File: src/rtl/s298_oracle_pkg.sv
// Shared widths, FSM state type and slot-offset helpers for the s298 query oracle.
package s298_oracle_pkg;

  localparam int unsigned NUM_PI = 3;
  localparam int unsigned NUM_PO = 6;

  typedef enum logic [1:0] {
    IDLE  = 2'd0,
    DRST  = 2'd1,
    APPLY = 2'd2,
    DONE  = 2'd3
  } state_e;

  // LSB of input vector k inside the packed query word
  function automatic int unsigned pi_lsb(input int unsigned k);
    return k * NUM_PI;
  endfunction

  // LSB of response slot k inside the packed response word
  function automatic int unsigned po_lsb(input int unsigned k);
    return k * NUM_PO;
  endfunction

endpackage

File: src/rtl/s298_oracle_driver_if.sv
// Query/response handshake bundle between the host and the oracle driver.
interface s298_oracle_driver_if
  import s298_oracle_pkg::*;
#(
  parameter int unsigned MAXLEN = 16,
  parameter int unsigned LW     = 5
);

  logic                       q_valid;
  logic                       q_ready;
  logic [NUM_PI*MAXLEN-1:0]   q_vec;
  logic [LW-1:0]              q_len;
  logic                       r_valid;
  logic                       r_ready;
  logic [NUM_PO*MAXLEN-1:0]   r_resp;
  logic                       r_err;

  modport master (
    output q_valid, q_vec, q_len, r_ready,
    input  q_ready, r_valid, r_resp, r_err
  );

  modport slave (
    input  q_valid, q_vec, q_len, r_ready,
    output q_ready, r_valid, r_resp, r_err
  );

endinterface

File: src/rtl/s298_oracle_driver_resp_capture.sv
// Response register: indexed write of one DUT output slot, synchronous clear, holds otherwise.
module s298_resp_capture
  import s298_oracle_pkg::*;
#(
  parameter int unsigned MAXLEN = 16,
  parameter int unsigned LW     = 5
) (
  input  logic                     clk,
  input  logic                     rst_n,
  input  logic                     clr_i,
  input  logic                     we_i,
  input  logic [LW-1:0]            idx_i,
  input  logic [NUM_PO-1:0]        slot_i,
  output logic [NUM_PO*MAXLEN-1:0] resp_o
);

  localparam int unsigned RESP_W = NUM_PO * MAXLEN;

  logic [RESP_W-1:0] resp_q, resp_d;

  // Next response word: clear wins, then slot write, else hold
  always_comb begin
    resp_d = resp_q;
    if (clr_i) begin
      resp_d = '0;
    end else if (we_i && (32'(idx_i) < MAXLEN)) begin
      resp_d[po_lsb(32'(idx_i)) +: NUM_PO] = slot_i;
    end
  end

  // Response storage
  always_ff @(posedge clk or negedge rst_n) begin
    if (!rst_n) resp_q <= '0;
    else        resp_q <= resp_d;
  end

  assign resp_o = resp_q;

endmodule

File: src/rtl/s298_oracle_driver.sv
// Query oracle for s298: resets the core, plays a vector sequence, captures one output slot per cycle.
module s298_oracle_driver
  import s298_oracle_pkg::*;
#(
  parameter int unsigned MAXLEN  = 16,
  parameter int unsigned LW      = 5,
  parameter int unsigned RST_CYC = 2
) (
  input  logic                  CK,
  input  logic                  RN,
  s298_oracle_driver_if.slave   bus,
  output logic                  dut_rn,
  output logic [NUM_PI-1:0]     dut_in,
  input  logic [NUM_PO-1:0]     dut_out
);

  localparam int unsigned VW = NUM_PI * MAXLEN;
  localparam int unsigned RW = (RST_CYC > 1) ? $clog2(RST_CYC) : 1;

  state_e            state_q, state_d;
  logic [LW-1:0]     cnt_q, cnt_d;
  logic [RW-1:0]     rcnt_q, rcnt_d;
  logic [LW-1:0]     len_q, len_d;
  logic [VW-1:0]     vec_q, vec_d;
  logic              err_q, err_d;
  logic              r_valid_q, r_valid_d;
  logic              q_ready_q, q_ready_d;
  logic              dut_rn_q, dut_rn_d;
  logic [NUM_PI-1:0] dut_in_q, dut_in_d;
  logic              cap_clr_c, cap_we_c;
  logic [LW-1:0]     cap_idx_c;

  // Next-state, counters and registered-output next values
  always_comb begin
    state_d   = state_q;
    cnt_d     = cnt_q;
    rcnt_d    = rcnt_q;
    len_d     = len_q;
    vec_d     = vec_q;
    err_d     = err_q;
    r_valid_d = 1'b0;
    dut_rn_d  = 1'b0;
    dut_in_d  = '0;
    cap_clr_c = 1'b0;
    cap_we_c  = 1'b0;
    cap_idx_c = '0;

    unique case (state_q)
      IDLE: begin
        if (bus.q_valid) begin
          vec_d     = bus.q_vec;
          len_d     = (32'(bus.q_len) > MAXLEN) ? LW'(MAXLEN) : bus.q_len;
          err_d     = (32'(bus.q_len) > MAXLEN);
          cap_clr_c = 1'b1;
          rcnt_d    = '0;
          state_d   = DRST;
        end
      end
      DRST: begin
        if (rcnt_q == RW'(RST_CYC - 1)) begin
          cnt_d = '0;
          if (len_q == '0) begin
            state_d = DONE;
          end else begin
            state_d  = APPLY;
            dut_rn_d = 1'b1;
            dut_in_d = vec_q[NUM_PI-1:0];
          end
        end else begin
          rcnt_d = rcnt_q + RW'(1);
        end
      end
      APPLY: begin
        // Slot c-1 is the core state after the edge that sampled vector c-1
        dut_rn_d = 1'b1;
        if (cnt_q != '0) begin
          cap_we_c  = 1'b1;
          cap_idx_c = cnt_q - LW'(1);
        end
        if (cnt_q == len_q) begin
          state_d = DONE;
        end else begin
          cnt_d = cnt_q + LW'(1);
          if (cnt_d < len_q) dut_in_d = vec_q[pi_lsb(32'(cnt_d)) +: NUM_PI];
        end
      end
      DONE: begin
        // Core stays out of reset only if it was actually run
        dut_rn_d  = dut_rn_q;
        r_valid_d = 1'b1;
        if (r_valid_q && bus.r_ready) begin
          r_valid_d = 1'b0;
          dut_rn_d  = 1'b0;
          state_d   = IDLE;
        end
      end
      default: state_d = IDLE;
    endcase

    q_ready_d = (state_d == IDLE);
  end

  // State and output registers
  always_ff @(posedge CK or negedge RN) begin
    if (!RN) begin
      state_q   <= IDLE;
      cnt_q     <= '0;
      rcnt_q    <= '0;
      len_q     <= '0;
      vec_q     <= '0;
      err_q     <= 1'b0;
      r_valid_q <= 1'b0;
      q_ready_q <= 1'b1;
      dut_rn_q  <= 1'b0;
      dut_in_q  <= '0;
    end else begin
      state_q   <= state_d;
      cnt_q     <= cnt_d;
      rcnt_q    <= rcnt_d;
      len_q     <= len_d;
      vec_q     <= vec_d;
      err_q     <= err_d;
      r_valid_q <= r_valid_d;
      q_ready_q <= q_ready_d;
      dut_rn_q  <= dut_rn_d;
      dut_in_q  <= dut_in_d;
    end
  end

  s298_resp_capture #(
    .MAXLEN (MAXLEN),
    .LW     (LW)
  ) u_capture (
    .clk    (CK),
    .rst_n  (RN),
    .clr_i  (cap_clr_c),
    .we_i   (cap_we_c),
    .idx_i  (cap_idx_c),
    .slot_i (dut_out),
    .resp_o (bus.r_resp)
  );

  assign bus.q_ready = q_ready_q;
  assign bus.r_valid = r_valid_q;
  assign bus.r_err   = err_q;
  assign dut_rn      = dut_rn_q;
  assign dut_in      = dut_in_q;

endmodule

File: src/flat_wrapper.sv
// flat-port wrapper written by rule: the top's interface ports become plain ports
module s298_oracle_driver_flat import s298_oracle_pkg::*;
#(
  parameter int unsigned MAXLEN  = 16,
  parameter int unsigned LW      = 5,
  parameter int unsigned RST_CYC = 2
)
  (CK, RN, dut_rn, dut_in, dut_out, bus_q_valid, bus_q_vec, bus_q_len, bus_r_ready, bus_q_ready, bus_r_valid, bus_r_resp, bus_r_err);
  s298_oracle_driver_if #(.MAXLEN(MAXLEN), .LW(LW)) bus_i ();
  input  logic CK;
  input  logic RN;
  output logic dut_rn;
  output logic [NUM_PI-1:0] dut_in;
  input  logic [NUM_PO-1:0] dut_out;
  input wire logic [$bits(bus_i.q_valid)-1:0] bus_q_valid;
  input wire logic [$bits(bus_i.q_vec)-1:0] bus_q_vec;
  input wire logic [$bits(bus_i.q_len)-1:0] bus_q_len;
  input wire logic [$bits(bus_i.r_ready)-1:0] bus_r_ready;
  output wire logic [$bits(bus_i.q_ready)-1:0] bus_q_ready;
  output wire logic [$bits(bus_i.r_valid)-1:0] bus_r_valid;
  output wire logic [$bits(bus_i.r_resp)-1:0] bus_r_resp;
  output wire logic [$bits(bus_i.r_err)-1:0] bus_r_err;
  assign bus_i.q_valid = bus_q_valid;
  assign bus_i.q_vec = bus_q_vec;
  assign bus_i.q_len = bus_q_len;
  assign bus_i.r_ready = bus_r_ready;
  assign bus_q_ready = bus_i.q_ready;
  assign bus_r_valid = bus_i.r_valid;
  assign bus_r_resp = bus_i.r_resp;
  assign bus_r_err = bus_i.r_err;
  s298_oracle_driver #(.MAXLEN(MAXLEN), .LW(LW), .RST_CYC(RST_CYC)) u_core (.CK(CK), .RN(RN), .bus(bus_i), .dut_rn(dut_rn), .dut_in(dut_in), .dut_out(dut_out));
endmodule
File: config.mk
export PLATFORM = sky130hd
export DESIGN_NAME = s298_oracle_driver_flat
export DESIGN_NICKNAME = d
export VERILOG_FILES = /design/src/rtl/s298_oracle_pkg.sv /design/src/rtl/s298_oracle_driver_if.sv /design/src/rtl/s298_oracle_driver_resp_capture.sv /design/src/rtl/s298_oracle_driver.sv /design/src/flat_wrapper.sv
export SDC_FILE = /design/constraint.sdc
export NUM_CORES = 1
export LEC_CHECK = 0
export CORE_ASPECT_RATIO = 1.4
export CORE_MARGIN = 2
export CORE_UTILIZATION = 48
export CTS_CLUSTER_SIZE = 8
export DETAILED_ROUTE_END_ITERATION = 8
export GPL_TIMING_DRIVEN = 1
export PLACE_DENSITY = 0.74
export RECOVER_POWER = 100
export SLEW_MARGIN = 15
export SYNTH_ARGS = -nofsm -noshare
export SYNTH_HDL_FRONTEND = slang
export SYNTH_SLANG_ARGS = --single-unit
File: constraint.sdc
create_clock -name CK -period 4.75 [get_ports CK]
set_input_delay 0.475 -clock CK [delete_from_list [all_inputs] [get_ports CK]]
set_output_delay 0.475 -clock CK [all_outputs]
set_load 0.005 [all_outputs]
==> flow_summary.toml <==
[detailed_routing]
initial_detailed_routing_violation_count = 723
avg_vias_per_cell = 5.919
drt.antenna.violating_nets = 0
post-route-drc-count = 0
drt_pre_antenna_iters = 5
drt-wirelength-per-cell_um = 20.48
final_wl_um = 28960
vias_post_dr = 8370

[timing]
fin_hold_ws_ns = 0.4751
min_period_over_period_pct = 95.51
max_slew.worst_pin.slew_ns = 3.714
finalMaxSlewViolations = 152
clock.fmax_mhz = 220.4
max_slew_headroom_pct = -147.6
finalHoldViolCount = 0
worst_clock_skew_ns = 0.01495
fin_crit_ns = 4.537
rsz0062_at_grt = "no"
postLayoutSetupSlackWorst_ns = 0.2134
setup_violations = 0

[cells_and_area]
most_common_cell_after_layout_fill_and_taps_aside = "nand2_1"
layout.filler_cells = 1536
seqCellArea_mm2 = 0.004105
antenna_cells_inserted = 0
final_net_count = 1239
layout-area-overhead-vs-synth_pct = 31.14
area_of_combinational_cells_with_multiple_inputs_mm2 = 0.004783
mostFrequentLayoutCells = "224 x nand2_1, 163 x dfrtp_1, 103 x dlygate4sd3_1"
final_core_util_pct = 64.20
finish.instance_area_mm2 = 0.01190
final_layout_size_suffix_gt1_share_pct = 11.88
finish.cell_count_without_fillers = 1414

[yosys]
synth_warnings = 0
syn_nets = 1060
dominantRegCellSynth = "dfrtp_1"
synth.cell_area_mm2 = 0.009071
synth_edf_count = 0
async_flop_share_pct = 100.0
ys_top_cells_by_area = "dfrtp_1 45%, nand2_1 9.4%, mux4_2 3.7%"
synthesis.instances = 978
synth.largest_area_cell = "dfrtp_1"
synthDistinctLibCells = 79
synth_top_area_share_pct = 44.97
yosys_register_bits = 164
average_instance_area_after_synthesis_um2 = 9.275
seq_area_frac_synth_pct = 45.26

[setup_path]
critical_path.startpoint_type = "register"
r2r_setup_slack_ns = 0.21
rr_startpoint = "u_core.cnt_q[1]$_DFFE_PN0P_"
critical_path_arrival_ns = 4.85
path_class = "register to register"
path_max_fanout = 5
critical_path.endpoint_type = "register"
ff2ff_path_depth = 15
rr_endpoint = "u_core.u_capture.resp_o[28]$_DFFE_PN0P_"
worstPathRequired_ns = 5.07

[global_routing]
grt_antenna_before_repair = 0
vias_in_the_first_global_route = 8370
grt_start_max_net_pins = 86
grt_pass1_wl_um = 45610
globalRoute.totalOverflow = 0
grt_resource_usage_total_pct = 29.42

[power]
internal-power_w = 0.003250
power_switching_w = 0.002185
clock_power_share_pct = 25.1
power.combinational.fraction_pct = 41.4
vdd.ir_drop.worst_v = 0.0002850
p_sw_share_pct = 40.20
power_frac_seq_pct = 33.5
power.static_leakage_nw = 5.543
cellPowerDensity_mw_per_mm2 = 456.9

[run_status]
failed_checks = "capacitance limit, slew limit"
outcome = "finished with violations"

[flow_run]
max-cap-violations = 2

[clock_network]
clk_latency_ns = 0.44
cts-buffers-inserted = 17
cts.sinks = 164
cts_max_level = 4
cts-root-buf = "clkbuf_16"
clk_pin_slew_worst_paths_ns = 0.07
ctsHoldBuffers = 0
cts_buffer_depth = 2
tritoncts = "yes"

[floorplanning]
io_pins = 166
die_width_um = 120.2
starting_utilization_of_the_core_area_pct = 48.96
die_h_um = 166.7
core_mm2 = 0.01853
floorplan.rows = 59
dieArea_mm2 = 0.02003

[worst_hold_path]
hp-class = "register to register"
timing.hold.worst_path_depth = 2
hold_start = "u_core.vec_q[46]$_DFFE_PN0P_"
worstHoldEndpoint = "u_core.vec_q[46]$_DFFE_PN0P_"

[place]
dp_hpwl_um = 21630
dpl-instance-area_mm2 = 0.01122
dpl.cell_count = 1377
pre_cts_ws_ns = 0.1154
io_buffers = 165
place.gp.congestion = 0.9436
-- through the flow --
step                setup TNS (ns)  total power [W]
detailed placement               0         0.004047
CTS                              0         0.005418
finish                           0         0.005435
floorplan                 -0.03656         0.003296
global route                     0         0.005741
global placement                 0         0.004008
-- sequential cells by signal (all words and copies together), names as in the netlist, 2 cells and up --
signal	count
u_core.cnt_q	5
u_core.dut_in	3
u_core.state_q	2
u_core.vec_q	48
u_core.len_q	5
u_core.u_capture.resp_o	96
-- power groups by stage --
stage,Clock [W],Combinational [W],Sequential [W]
after global routing,0.00144,0.00244,0.00186
after CTS,0.00138,0.00222,0.00182
after global placement,0,0.00218,0.00183
final,0.00136,0.00225,0.00182
after detailed placement,0,0.00220,0.00184
after floorplan,0,0.00149,0.00180
-- worst max path at each step --
stage	start	endpoint	slack, ns	depth (start not counted)
after floorplan	u_core.cnt_q[0]$_DFFE_PN0P_	u_core.u_capture.resp_o[22]$_DFFE_PN0P_	-0.02	22
after global placement	u_core.cnt_q[1]$_DFFE_PN0P_	u_core.u_capture.resp_o[4]$_DFFE_PN0P_	0.20	16
after detailed placement	u_core.cnt_q[1]$_DFFE_PN0P_	u_core.u_capture.resp_o[4]$_DFFE_PN0P_	0.12	16
after CTS	u_core.cnt_q[1]$_DFFE_PN0P_	u_core.u_capture.resp_o[28]$_DFFE_PN0P_	0.07	16
after global routing	RN	u_core.cnt_q[3]$_DFFE_PN0P_	0.02	2
final	u_core.cnt_q[1]$_DFFE_PN0P_	u_core.u_capture.resp_o[28]$_DFFE_PN0P_	0.21	15
-- timing repair --
item | in CTS | in global routing
endpoints found under the setup margin | 0 | 57
setup buffers | 0 | 5
gates resized for setup | 0 | 13
-- worst max-delay path: stages, from the launching register on --
cell and delay [ns]:
dfrtp_1 0.43, inv_1 0.13, ha_1 0.17, or4b_1 0.54, nand3b_1 0.17, inv_1 0.10
ha_1 0.25, fa_2 0.38, xor2_1 0.21, nor3_1 0.33, o21ai_1 0.18, buf_4 0.19
o211ai_1 0.42, o21ai_0 0.36, nand2_1 0.25, a2bb2o_1 0.32
-- layout make-up --
type                    instances  area share, %
inverters                      25         0.7888
clock inverters                14          1.241
well taps                     244          2.566
clock buffers                  18          3.692
repair buffers                214          17.00
flip-flops and latches        164          34.51
multi-input cells             735          40.21
-- logic make-up (layout without fill, tap and decap cells) --
logic type	Yosys count	in the layout	synth area share (%)
muxes	49	49	7.503
and+or+nand+nor	437	437	21.94
DFF	164	164	45.26
adders and majority gates	19	19	2.704
buffers and inverters	79	271	3.448
AOI/OAI and AO/OA	216	216	17.24
xor gates and xnor gates	14	14	1.903
-- synth_stat cells, drive strengths merged (15+ instances only) --
cell	n
dfrtp	163
ha	18
nand2	227
a21oi	41
nor3	28
nor4	17
inv	24
nor2	61
nand3	35
mux2i	32
o21ai	36
a32o	17
clkbuf	40
mux4	15
-- per-layer routing --
metal  share of wire (%)  wire length (µm)  track usage [%]
met4                 4.9              1429            16.11
met2                  52             15080            51.24
met1                  37             10790            34.06
met5                   0                 0                0
met3                 5.8              1668            5.068
Power figures use the tool's default switching activity.
